==> src/rtl/decode_issue_stage.sv <==
// Decode-and-issue stage feeding the 16-bit ALU: valid/ready intake, one output
// pipeline register, architectural carry/borrow flags, and HALT / soft-RESET sequencing.
module decode_issue_stage (
  input  logic        clk_pi,
  input  logic        reset_pi,
  input  logic [15:0] instr_pi,
  input  logic        instr_valid_pi,
  output logic        instr_ready_po,
  input  logic        ex_ready_pi,
  output logic        ex_valid_po,
  output logic        arith_1op_po,
  output logic        arith_2op_po,
  output logic        addi_po,
  output logic        subi_po,
  output logic        load_or_store_po,
  output logic [2:0]  alu_func_po,
  output logic [5:0]  immediate_po,
  output logic [2:0]  rd_addr_po,
  output logic [2:0]  rs1_addr_po,
  output logic [2:0]  rs2_addr_po,
  output logic        reg_write_po,
  output logic        mem_read_po,
  output logic        mem_write_po,
  output logic [1:0]  branch_po,
  output logic        branch_carry_po,
  output logic        jump_po,
  output logic [11:0] jump_target_po,
  output logic        stc_cmd_po,
  output logic        stb_cmd_po,
  input  logic        flag_we_pi,
  input  logic        alu_carry_pi,
  input  logic        alu_borrow_pi,
  output logic        carry_flag_po,
  output logic        borrow_flag_po,
  output logic        soft_reset_po,
  output logic        halted_po
);

  typedef enum logic {
    RUN,
    HALTED
  } state_e;

  state_e state_q;

  logic [3:0]  opcode;
  logic [11:0] ctrl_code;
  logic        is_reset_cmd;
  logic        is_halt_cmd;
  logic        accept;

  logic        ex_valid_q;
  logic        arith_1op_d, arith_1op_q;
  logic        arith_2op_d, arith_2op_q;
  logic        addi_d, addi_q;
  logic        subi_d, subi_q;
  logic        ls_d, ls_q;
  logic [2:0]  func_d, func_q;
  logic [5:0]  imm_d, imm_q;
  logic [2:0]  rd_d, rd_q;
  logic [2:0]  rs1_d, rs1_q;
  logic [2:0]  rs2_d, rs2_q;
  logic        reg_write_d, reg_write_q;
  logic        mem_read_d, mem_read_q;
  logic        mem_write_d, mem_write_q;
  logic [1:0]  branch_d, branch_q;
  logic        bc_d, bc_q;
  logic        jump_d, jump_q;
  logic [11:0] jt_d, jt_q;
  logic        stc_d, stc_q;
  logic        stb_d, stb_q;
  logic        carry_q, borrow_q;
  logic        soft_reset_q;

  assign opcode       = instr_pi[15:12];
  assign ctrl_code    = instr_pi[11:0];
  assign is_reset_cmd = (opcode == 4'hF) && (ctrl_code == 12'hAAA);
  assign is_halt_cmd  = (opcode == 4'hF) && (ctrl_code == 12'hFFF);

  assign instr_ready_po = (state_q == RUN) && (!ex_valid_q || ex_ready_pi);
  assign accept         = instr_valid_pi && instr_ready_po;

  // Register addresses are raw instruction slices; every other control is opcode-qualified.
  always_comb begin
    arith_1op_d = 1'b0;
    arith_2op_d = 1'b0;
    addi_d      = 1'b0;
    subi_d      = 1'b0;
    ls_d        = 1'b0;
    func_d      = '0;
    imm_d       = '0;
    rd_d        = instr_pi[11:9];
    rs1_d       = instr_pi[8:6];
    rs2_d       = instr_pi[5:3];
    reg_write_d = 1'b0;
    mem_read_d  = 1'b0;
    mem_write_d = 1'b0;
    branch_d    = 2'b00;
    bc_d        = 1'b0;
    jump_d      = 1'b0;
    jt_d        = '0;
    stc_d       = 1'b0;
    stb_d       = 1'b0;
    case (opcode)
      4'h1: begin
        arith_2op_d = 1'b1;
        func_d      = instr_pi[2:0];
        reg_write_d = 1'b1;
      end
      4'h2: begin
        arith_1op_d = 1'b1;
        func_d      = instr_pi[2:0];
        reg_write_d = 1'b1;
      end
      4'h3: begin
        imm_d       = instr_pi[5:0];
        reg_write_d = 1'b1;
      end
      4'h4: begin
        addi_d      = 1'b1;
        imm_d       = instr_pi[5:0];
        reg_write_d = 1'b1;
      end
      4'h5: begin
        subi_d      = 1'b1;
        imm_d       = instr_pi[5:0];
        reg_write_d = 1'b1;
      end
      4'h6: begin
        ls_d        = 1'b1;
        imm_d       = instr_pi[5:0];
        reg_write_d = 1'b1;
        mem_read_d  = 1'b1;
      end
      4'h7: begin
        ls_d        = 1'b1;
        imm_d       = instr_pi[5:0];
        mem_write_d = 1'b1;
      end
      4'h8: begin
        branch_d = 2'b01;
        imm_d    = instr_pi[5:0];
      end
      4'h9: begin
        branch_d = 2'b10;
        imm_d    = instr_pi[5:0];
      end
      4'hA: begin
        branch_d = 2'b11;
        imm_d    = instr_pi[5:0];
      end
      4'hB: begin
        bc_d  = 1'b1;
        imm_d = instr_pi[5:0];
      end
      4'hC: begin
        jump_d = 1'b1;
        jt_d   = instr_pi[11:0];
      end
      4'hF: begin
        stc_d = (ctrl_code == 12'h001);
        stb_d = (ctrl_code == 12'h002);
      end
      default: ;
    endcase
  end

  always_ff @(posedge clk_pi) begin
    if (reset_pi) begin
      state_q      <= RUN;
      ex_valid_q   <= 1'b0;
      arith_1op_q  <= 1'b0;
      arith_2op_q  <= 1'b0;
      addi_q       <= 1'b0;
      subi_q       <= 1'b0;
      ls_q         <= 1'b0;
      func_q       <= '0;
      imm_q        <= '0;
      rd_q         <= '0;
      rs1_q        <= '0;
      rs2_q        <= '0;
      reg_write_q  <= 1'b0;
      mem_read_q   <= 1'b0;
      mem_write_q  <= 1'b0;
      branch_q     <= '0;
      bc_q         <= 1'b0;
      jump_q       <= 1'b0;
      jt_q         <= '0;
      stc_q        <= 1'b0;
      stb_q        <= 1'b0;
      carry_q      <= 1'b0;
      borrow_q     <= 1'b0;
      soft_reset_q <= 1'b0;
    end else begin
      soft_reset_q <= accept && is_reset_cmd;

      // A software RESET accepted this cycle overrides any flag commit.
      if (accept && is_reset_cmd) begin
        carry_q  <= 1'b0;
        borrow_q <= 1'b0;
      end else if (flag_we_pi) begin
        carry_q  <= alu_carry_pi;
        borrow_q <= alu_borrow_pi;
      end

      if (accept && !is_reset_cmd) begin
        ex_valid_q  <= 1'b1;
        arith_1op_q <= arith_1op_d;
        arith_2op_q <= arith_2op_d;
        addi_q      <= addi_d;
        subi_q      <= subi_d;
        ls_q        <= ls_d;
        func_q      <= func_d;
        imm_q       <= imm_d;
        rd_q        <= rd_d;
        rs1_q       <= rs1_d;
        rs2_q       <= rs2_d;
        reg_write_q <= reg_write_d;
        mem_read_q  <= mem_read_d;
        mem_write_q <= mem_write_d;
        branch_q    <= branch_d;
        bc_q        <= bc_d;
        jump_q      <= jump_d;
        jt_q        <= jt_d;
        stc_q       <= stc_d;
        stb_q       <= stb_d;
        if (is_halt_cmd) begin
          state_q <= HALTED;
        end
      end else if (accept || ex_ready_pi) begin
        ex_valid_q <= 1'b0;
      end
    end
  end

  assign ex_valid_po      = ex_valid_q;
  assign arith_1op_po     = arith_1op_q;
  assign arith_2op_po     = arith_2op_q;
  assign addi_po          = addi_q;
  assign subi_po          = subi_q;
  assign load_or_store_po = ls_q;
  assign alu_func_po      = func_q;
  assign immediate_po     = imm_q;
  assign rd_addr_po       = rd_q;
  assign rs1_addr_po      = rs1_q;
  assign rs2_addr_po      = rs2_q;
  assign reg_write_po     = reg_write_q;
  assign mem_read_po      = mem_read_q;
  assign mem_write_po     = mem_write_q;
  assign branch_po        = branch_q;
  assign branch_carry_po  = bc_q;
  assign jump_po          = jump_q;
  assign jump_target_po   = jt_q;
  assign stc_cmd_po       = stc_q;
  assign stb_cmd_po       = stb_q;
  assign carry_flag_po    = carry_q;
  assign borrow_flag_po   = borrow_q;
  assign soft_reset_po    = soft_reset_q;
  assign halted_po        = (state_q == HALTED);

endmodule

==> config.mk <==
export PLATFORM = sky130hd
export DESIGN_NAME = decode_issue_stage
export DESIGN_NICKNAME = d
export VERILOG_FILES = /design/src/rtl/decode_issue_stage.sv
export SDC_FILE = /design/constraint.sdc
export NUM_CORES = 1
export LEC_CHECK = 0
export BUFFER_PORTS_ARGS = -buffer_cell sky130_fd_sc_hd__buf_2
export CAP_MARGIN = 20
export CORE_MARGIN = 5
export CORE_UTILIZATION = 53
export CTS_CLUSTER_DIAMETER = 50
export CTS_CLUSTER_SIZE = 20
export DETAILED_ROUTE_END_ITERATION = 8
export HOLD_SLACK_MARGIN = 0.02
export PLACE_DENSITY_LB_ADDON = 0.15
export SLEW_MARGIN = 25
export SYNTH_ARGS = -nofsm -noshare
export SYNTH_HDL_FRONTEND = slang
export SYNTH_SLANG_ARGS = --single-unit
==> constraint.sdc <==
create_clock -name clk_pi -period 4 [get_ports clk_pi]
set_input_delay 1.2 -clock clk_pi [delete_from_list [all_inputs] [get_ports clk_pi]]
set_output_delay 1.2 -clock clk_pi [all_outputs]
set_load 0.01 [all_outputs]
## Word level (Yosys, flattened, before mapping)

Index checks and enable logic that the tools add are counted.

- Register bits: 49
- Bits of input ports: 23

- Eq/ne operators: 17
- Multiplexer cells: 18
- Bitwise logic cells: 1
- Reductions and logical operators: 17

Operators with widths:

| kind | number |
|---|---|
| $eq A12 B12 Y1 const B | 2 |
| $eq A4 B4 Y1 const B | 6 |
| $eq A4 B3 Y1 const B | 4 |
| $mux W1 | 14 |
| $eq A12 B1 Y1 const B | 1 |
| $eq A12 B2 Y1 const B | 1 |
| $mux W12 | 1 |
| $reduce_or A9 Y1 | 1 |
| $eq A4 B2 Y1 const B | 2 |
| $logic_and A1 B1 Y1 | 6 |
| $mux W6 | 1 |
| $pmux W2 S3 | 1 |
| $reduce_or A2 Y1 | 3 |
| $reduce_or A6 Y1 | 1 |
| $eq A4 B1 Y1 const B | 1 |
| $mux W3 | 1 |
| $logic_not A1 Y1 | 2 |
| $logic_or A1 B1 Y1 | 2 |
| $reduce_and A2 Y1 | 1 |
| $reduce_bool A2 Y1 | 1 |
| $not A1 Y1 | 1 |

## Logic depth before layout (Yosys ltp)

Gate-level depths: netlist of the first run.

- Word-level depth: 7
- Gate-level depth with buffers: 6

## Worst setup path before layout of the first run

OpenSTA, ideal clock, no wires.

- Kind: input port to flip-flop
- From: input port instr_pi[8]
- To: register imm_q[3], in the netlist immediate_po[3]
- Library setup time: 0.132 ns
- Data arrival time: 2.652 ns
- Required time: 3.868 ns
- Slack: 1.215 ns
- Stages on the path: 6
- Buffers on the path: 2
- Cells stage by stage: or4_4 or4_1 buf_2 buf_6 nand4_1 a21oi_1

- Longest elaborated chain between the ends: 4

Ends and longest elaborated chain:

| item | line | text |
|---|---|---|
| start: declaration | 6 | `input logic [15:0] instr_pi,` |
| $eq A12 B12 Y1 | 77 | `assign is_reset_cmd = (opcode == 4'hF) && (ctrl_code == 12'hAAA);` |
| $logic_and A1 B1 Y1 | 77 |  |
| $logic_not A1 Y1 | 206 | `if (accept && !is_reset_cmd) begin` |
| $logic_and A1 B1 Y1 | 206 |  |
| end signal: assignment | 214 | `imm_q <= imm_d;` |
| end: declaration | 59 | `logic [5:0] imm_d, imm_q;` |

Every way passes these cells.
A chain may end at the register's enable or synchronous reset.

## Final worst setup path of the first run

- From: input port ex_ready_pi
- To: output port instr_ready_po

- Longest elaborated chain between the ends: 2

Ends and longest elaborated chain:

| item | line | text |
|---|---|---|
| start: declaration | 9 | `input logic ex_ready_pi,` |
| $logic_or A1 B1 Y1 | 80 | `assign instr_ready_po = (state_q == RUN) && (!ex_valid_q \|\| ex_ready_pi);` |
| $logic_and A1 B1 Y1 | 80 |  |
| end: declaration | 8 | `output logic instr_ready_po,` |

Every way passes these cells.

==> results of run 1 <==
flip-flops by register name, indices dropped and copies added (netlist names), 2 cells and up:
register        flops
rd_addr_po          3
immediate_po        6
alu_func_po         3
jump_target_po     12
rs2_addr_po         3
branch_po           2
rs1_addr_po         3
critical path, cell delays in order:
cell and delay [ps]:
buf_2 90, nand2b_1 170, and2_1 170, buf_2 130
area by class of cell:
class / count / area, µm² / share of cell area
clock buffer: 7 / 86.3 / 0.0336
inverter: 1 / 3.75 / 0.00146
multi-input combinational: 175 / 1020 / 0.396
sequential: 49 / 981 / 0.382
tap: 50 / 62.6 / 0.0243
timing repair buffer: 80 / 420 / 0.164
power breakdown:
group          leakage [nW]  switching [mW]  internal [mW]
registers             0.398         0.00636          0.502
clock network        0.0443           0.156          0.137
logic                 0.626          0.0714         0.0407
total                  1.07           0.234          0.680
metal layers:
layer / wire, µm / up-vias
met4: 48 / 0
met5: 0 / -
met1: 2520 / 974
li1: - / 1045
met3: 476 / 5
met2: 2540 / 78
metrics by stage:
step / total power, mW / utilization / instances / worst slack (ps)
after global routing: 0.954 / 0.657 / 362 / 992
final: 0.914 / 0.657 / 362 / 1040
after detailed placement: 0.631 / 0.635 / 355 / 959
after global placement: 0.630 / 0.635 / 355 / 1010
after floorplan: 0.582 / - / 249 / 1220
after CTS: 0.921 / 0.657 / 362 / 1040
Yosys cell counts (all sizes together):
cell type / number
buf: 5
or4bb: 1
nor2b: 4
nand3: 21
nand2b: 7
o41ai: 2
inv: 1
a21oi: 38
nand4: 23
nor4: 3
nor3: 7
and3: 2
nor2: 4
xnor2: 1
or4: 4
mux2i: 5
clkbuf: 19
nand2: 4
and2: 1
nor3b: 3
nand3b: 1
o21ai: 41
a21boi: 1
nand4b: 1
dfxtp: 49
o22ai: 1
cell families (layout without fill, tap and decap cells):
family	count (synthesis)	count (layout)
flops	49	49
buf+inv	25	88
simple gates	86	86
mux	5	5
xor+xnor	1	1
compound gates	83	83
path summary, 6_finish.rpt:
kind                        to  slack [ps]
min reg2reg            addi_po         470
max reg2reg  jump_target_po[1]        2190
max             instr_ready_po        1040
min                    addi_po         470
==> results.tsv, run 1 <==
metric	value	unit
PD cells	356	mW/mm²
CTS resizes	0	
layout cells sized above 1	0.288	
Reg2Reg Depth	5	
Final Hold Fails	0	
post-layout min period	2960	ps
Final setup viols	0	
IO Port Bufs	72	
Clock Sinks	49	
commonest non-fill, non-tap cell in the layout	buf_2	
Compound-Gate Fraction of Synth Area	0.202	
arrival time at the worst endpoint	1760	ps
most frequent cells in the layout	buf_2 (72), dfxtp_1 (49), o21ai_0 (39), a21oi_1 (38), nand4_1 (23)	
cell taking the most area after synthesis	dfxtp_1	
Setup Buffers After CTS	0	
part of the Yosys area used for sequential elements	0.466	
top cell type's share of synthesized area	0.466	
worst min path class	flop to flop	
Net Count, Synth	272	
worst r2r src	halted_po	
combinational family with the most area after synthesis	simple AND/OR/NAND/NOR gates	
Hold Path Stages	2	
first-pass GRT wire length	9180	µm
Worst slew margin	0.398	
Die ar.	0.00534	mm²
Max IR drop VDD	0.206	mV
Clock Tree Buf Depth	2	
top cells by area, synth	dfxtp_1 (47%), o21ai_0 (9.3%), a21oi_1 (9.0%)	
number of routed nets with antenna violations	0	
Critical Path RT	2800	ps
final wirelength	5580	µm
detailed-placement wirelength estimate	3860	µm
initial drt markers	243	
simple logic cell fraction of the synthesized area	0.248	
CTS H-tree lvls	2	
die width	73.1	µm
Wirelength per Cell	15.4	µm
leak pwr	1.07	nW
DR pass1 iterations	4	
worst clock skew	3.41	ps
CP Class	input pin to output port	
hold path start	addi_po	
worst-skew pair later-pin latency	300	ps
largest net degree at the start of global routing	54	
met2 Use GR	0.320	
vias per cell	5.81	
global placer's final weighted congestion	0.801	
CTS Hold Bufs	0	
Filler cells	380	
antenna violations before repair	0	
Min Hold Slack	473	ps
Yosys reg bits	49	
Yosys cell types	33	
CP max FO	4	
setup TNS	0	ps
Die Span Y	73.1	µm
Area after DPL	0.00248	mm²
number of global-route vias before repair	1875	
Synthesis Warnings	0	
Syn Area/Cell	8.46	µm²
Synth Area in Adders	0	
vias after detailed routing	2102	
unrepaired setup endpoints after global routing	false	
Critical Path End Type	output port	
status	finished clean	
drt drc	0	
Root Driver	clkbuf_8	
Final period util	0.740	
Top Ports	73	
Max-Cap Viols	0	
final instance area	0.00257	mm²
total global routing overflow	0	
CTS Buf Count	5	
Slew Viols, Final	0	
antenna diode count	0	
Cell Rows	23	
grt met3 use	0.0579	
Total GRT Usage	0.217	
Initial Util	0.538	
multiplexer share of the synthesized area	0.0238	
Post-Syn Area	0.00211	mm²
gr busiest metal	met2	
CTS tree	built	
fin nets	335	
Startpoint Class	input pin	
M1 GR Usage	0.311	
Highest Clock Rate	0.338	GHz
Post-Synth XOR/XNOR Area	0.00416	
Worst-Margin Slew	903	ps
area grow syn2layout	22.0	%
core box area	0.00391	mm²
Gate Count Post-Synth	249	
Crit. Startpoint	ex_ready_pi	
clk slew on worst S/H paths	80	ps
Power figures use the tool's default switching activity.
==> run 2, diff against run 1 <==
--- a/config.mk
+++ b/config.mk
@@ -5,10 +5,11 @@
 export SDC_FILE = /design/constraint.sdc
 export NUM_CORES = 1
 export LEC_CHECK = 0
+export ABC_AREA = 1
 export BUFFER_PORTS_ARGS = -buffer_cell sky130_fd_sc_hd__buf_2
 export CAP_MARGIN = 20
 export CORE_MARGIN = 5
-export CORE_UTILIZATION = 53
+export CORE_UTILIZATION = 46
 export CTS_CLUSTER_DIAMETER = 50
 export CTS_CLUSTER_SIZE = 20
 export DETAILED_ROUTE_END_ITERATION = 8
==> constraint.sdc (replaced) <==
create_clock -name clk_pi -period 2.37 [get_ports clk_pi]
set_input_delay 0.711 -clock clk_pi [delete_from_list [all_inputs] [get_ports clk_pi]]
set_output_delay 0.711 -clock clk_pi [all_outputs]
set_load 0.01 [all_outputs]
==> run 2 against run 1 <==
Synthesized area is 12% higher. Largest cell class unchanged. Sequential share of layout area is 3.2 points lower. Cell count is 31% higher. Core utilization is 10 points lower. Highest routed layer unchanged. Critical endpoint unchanged. Final area is 9.1% higher. Non-clock buffer count is 3 lower. Largest power group unchanged.
==> results.tsv, run 2 <==
metric	value	unit
Critical Path End Type	output port	
Post-Syn Area	0.00235	mm²
hold path start	immediate_po[4]	
Slew Viols, Final	0	
crit-path max cell delay	140	ps
post-layout min period	1780	ps
area grow syn2layout	19.4	%
Cell Rows	26	
Worst-Margin Slew	484	ps
Syn Area/Cell	6.85	µm²
vias after detailed routing	2230	
layout cells sized above 1	0.251	
Post-synth ARST share	0	
final wirelength	5650	µm
Die Span Y	81.5	µm
CTS Hold Bufs	0	
Gate Count Post-Synth	343	
Final setup viols	0	
Clock Sinks	49	
Reg2Reg Depth	5	
setup TNS	0	ps
Synthesis Warnings	0	
Die ar.	0.00664	mm²
top cells by area, synth	dfxtp_1 (42%), nand2_1 (13%), nand3_1 (11%)	
max reg flops	12	
vias per cell	4.68	
largest net degree at the start of global routing	35	
commonest non-fill, non-tap cell in the layout	nand2_1	
Hold Path Stages	2	
fin nets	428	
most used cell, CP	buf_2	
worst-path cell chain	buf_2 -> inv_1 -> a21oi_1 -> buf_2	
Largest delay share family, worst path	buffers and inverters	
Top Ports	73	
die width	81.5	µm
Critical Path RT	1660	ps
worst-skew pair later-pin latency	300	ps
CTS H-tree lvls	2	
PD cells	578	mW/mm²
number of routed nets with antenna violations	0	
Multi-input gate area	0.00112	mm²
antenna diode count	0	
slowest CP cell	buf_2	
Filler cells	513	
IO Port Bufs	72	
Setup Buffers After CTS	0	
first-pass GRT wire length	9940	µm
Crit. Startpoint	ex_ready_pi	
Worst slew margin	0.677	
unrepaired setup endpoints after global routing	false	
status	finished clean	
Max-Cap Viols	0	
CTS resizes	0	
Final Hold Fails	0	
part of the Yosys area used for sequential elements	0.417	
number of global-route vias before repair	2193	
Top FF cell, synth	dfxtp_1	
leak pwr	1.40	nW
Total GRT Usage	0.190	
CP Class	input pin to output port	
drt drc	0	
most common cell in the netlist	nand2_1	
Final period util	0.749	
Max IR drop VDD	0.335	mV
global placer's final weighted congestion	0.771	
Highest Clock Rate	0.563	GHz
Yosys cell types	21	
sequential cell area	981	µm²
Wirelength per Cell	11.9	µm
worst path bufs/invs	3	
arrival time at the worst endpoint	1070	ps
total global routing overflow	0	
DR pass1 iterations	4	
cell taking the most area after synthesis	dfxtp_1	
Synth top cells by count	nand2_1 (80), nor2_1 (53), nand3_1 (52)	
CP max FO	2	
Yosys reg bits	49	
antenna violations before repair	0	
worst min path class	flop to flop	
initial drt markers	104	
final setup margin	594	ps
clk slew on worst S/H paths	80	ps
Post-synth EDFFs	0	
CTS Buf Count	5	
Startpoint Class	input pin	
worst clock skew	9.74	ps
most frequent cells in the layout	nand2_1 (80), buf_2 (72), nor2_1 (53), nand3_1 (52), dfxtp_1 (49)	
Root Driver	clkbuf_8	
dpl ws	334	ps
Net Count, Synth	366	
top cell type's share of synthesized area	0.417	
CTS tree	built	
detailed-placement wirelength estimate	4100	µm
Initial Util	0.466	
core box area	0.00504	mm²
Worst path depth	4	
Clock Tree Buf Depth	2	
worst r2r src	ex_valid_po	
run 2: cell count changes after synthesis, sizes merged, moves of 21 or more:
cell,before,now
nand3,21,52
o21ai,41,1
nand2,4,84
nor2,4,54
inv,1,29
nand4,23,2
run 2: where the power goes:
group | total [mW] | switching [mW] | internal (mW)
combinational | 0.270 | 0.165 | 0.105
clock | 0.472 | 0.267 | 0.205
sequential | 0.879 | 0.0187 | 0.860
run 2: final timing paths:
path,to,slack (ps)
hold reg to reg,immediate_po[4],460
hold / removal,immediate_po[4],460
setup reg to reg,rd_addr_po[2],820
setup / recovery,instr_ready_po,590
run 2: logic make-up (layout without fill, tap and decap cells):
kind of cell | Yosys count | after routing | share of synthesized area
simple gates | 195 | 195 | 0.355
buf+inv | 51 | 114 | 0.105
flops | 49 | 49 | 0.417
compound gates | 46 | 46 | 0.114
mux | 2 | 2 | 0.00852
run 2: layout make-up:
cell class	instances	share of cell area
repair buffers	77	0.151
multi-input cells	243	0.400
clock inverters	2	0.00357
inverters	29	0.0388
well taps	70	0.0312
flip-flops and latches	49	0.350
clock buffers	6	0.0259
run 2: worst min-delay path, cell delays in order, from the launching register on:
cell and delay (ps):
dfxtp_1 310, nand2_1 60, a21oi_1 50
run 2: metrics by stage:
step | hold slack, ps | utilization | instances | instance area [µm²] | total power [mW]
after global routing | 475 | 0.557 | 476 | 2810 | 1.73
after floorplan | 483 | - | 343 | 2350 | 1.07
after CTS | 462 | 0.557 | 476 | 2810 | 1.65
after global placement | 446 | 0.540 | 468 | 2720 | 1.17
after detailed placement | 451 | 0.540 | 468 | 2720 | 1.17
final | 459 | 0.557 | 476 | 2810 | 1.62
run 2: metal layers:
| layer | up-vias | track usage | share of wire |
|---|---|---|---|
| met3 | 8 | 0.0548 | 0.072 |
| li1 | 1215 | - | - |
| met1 | 948 | 0.252 | 0.48 |
| met5 | - | 0 | 0 |
| met4 | 0 | 0.0541 | 0.013 |
| met2 | 59 | 0.299 | 0.44 |
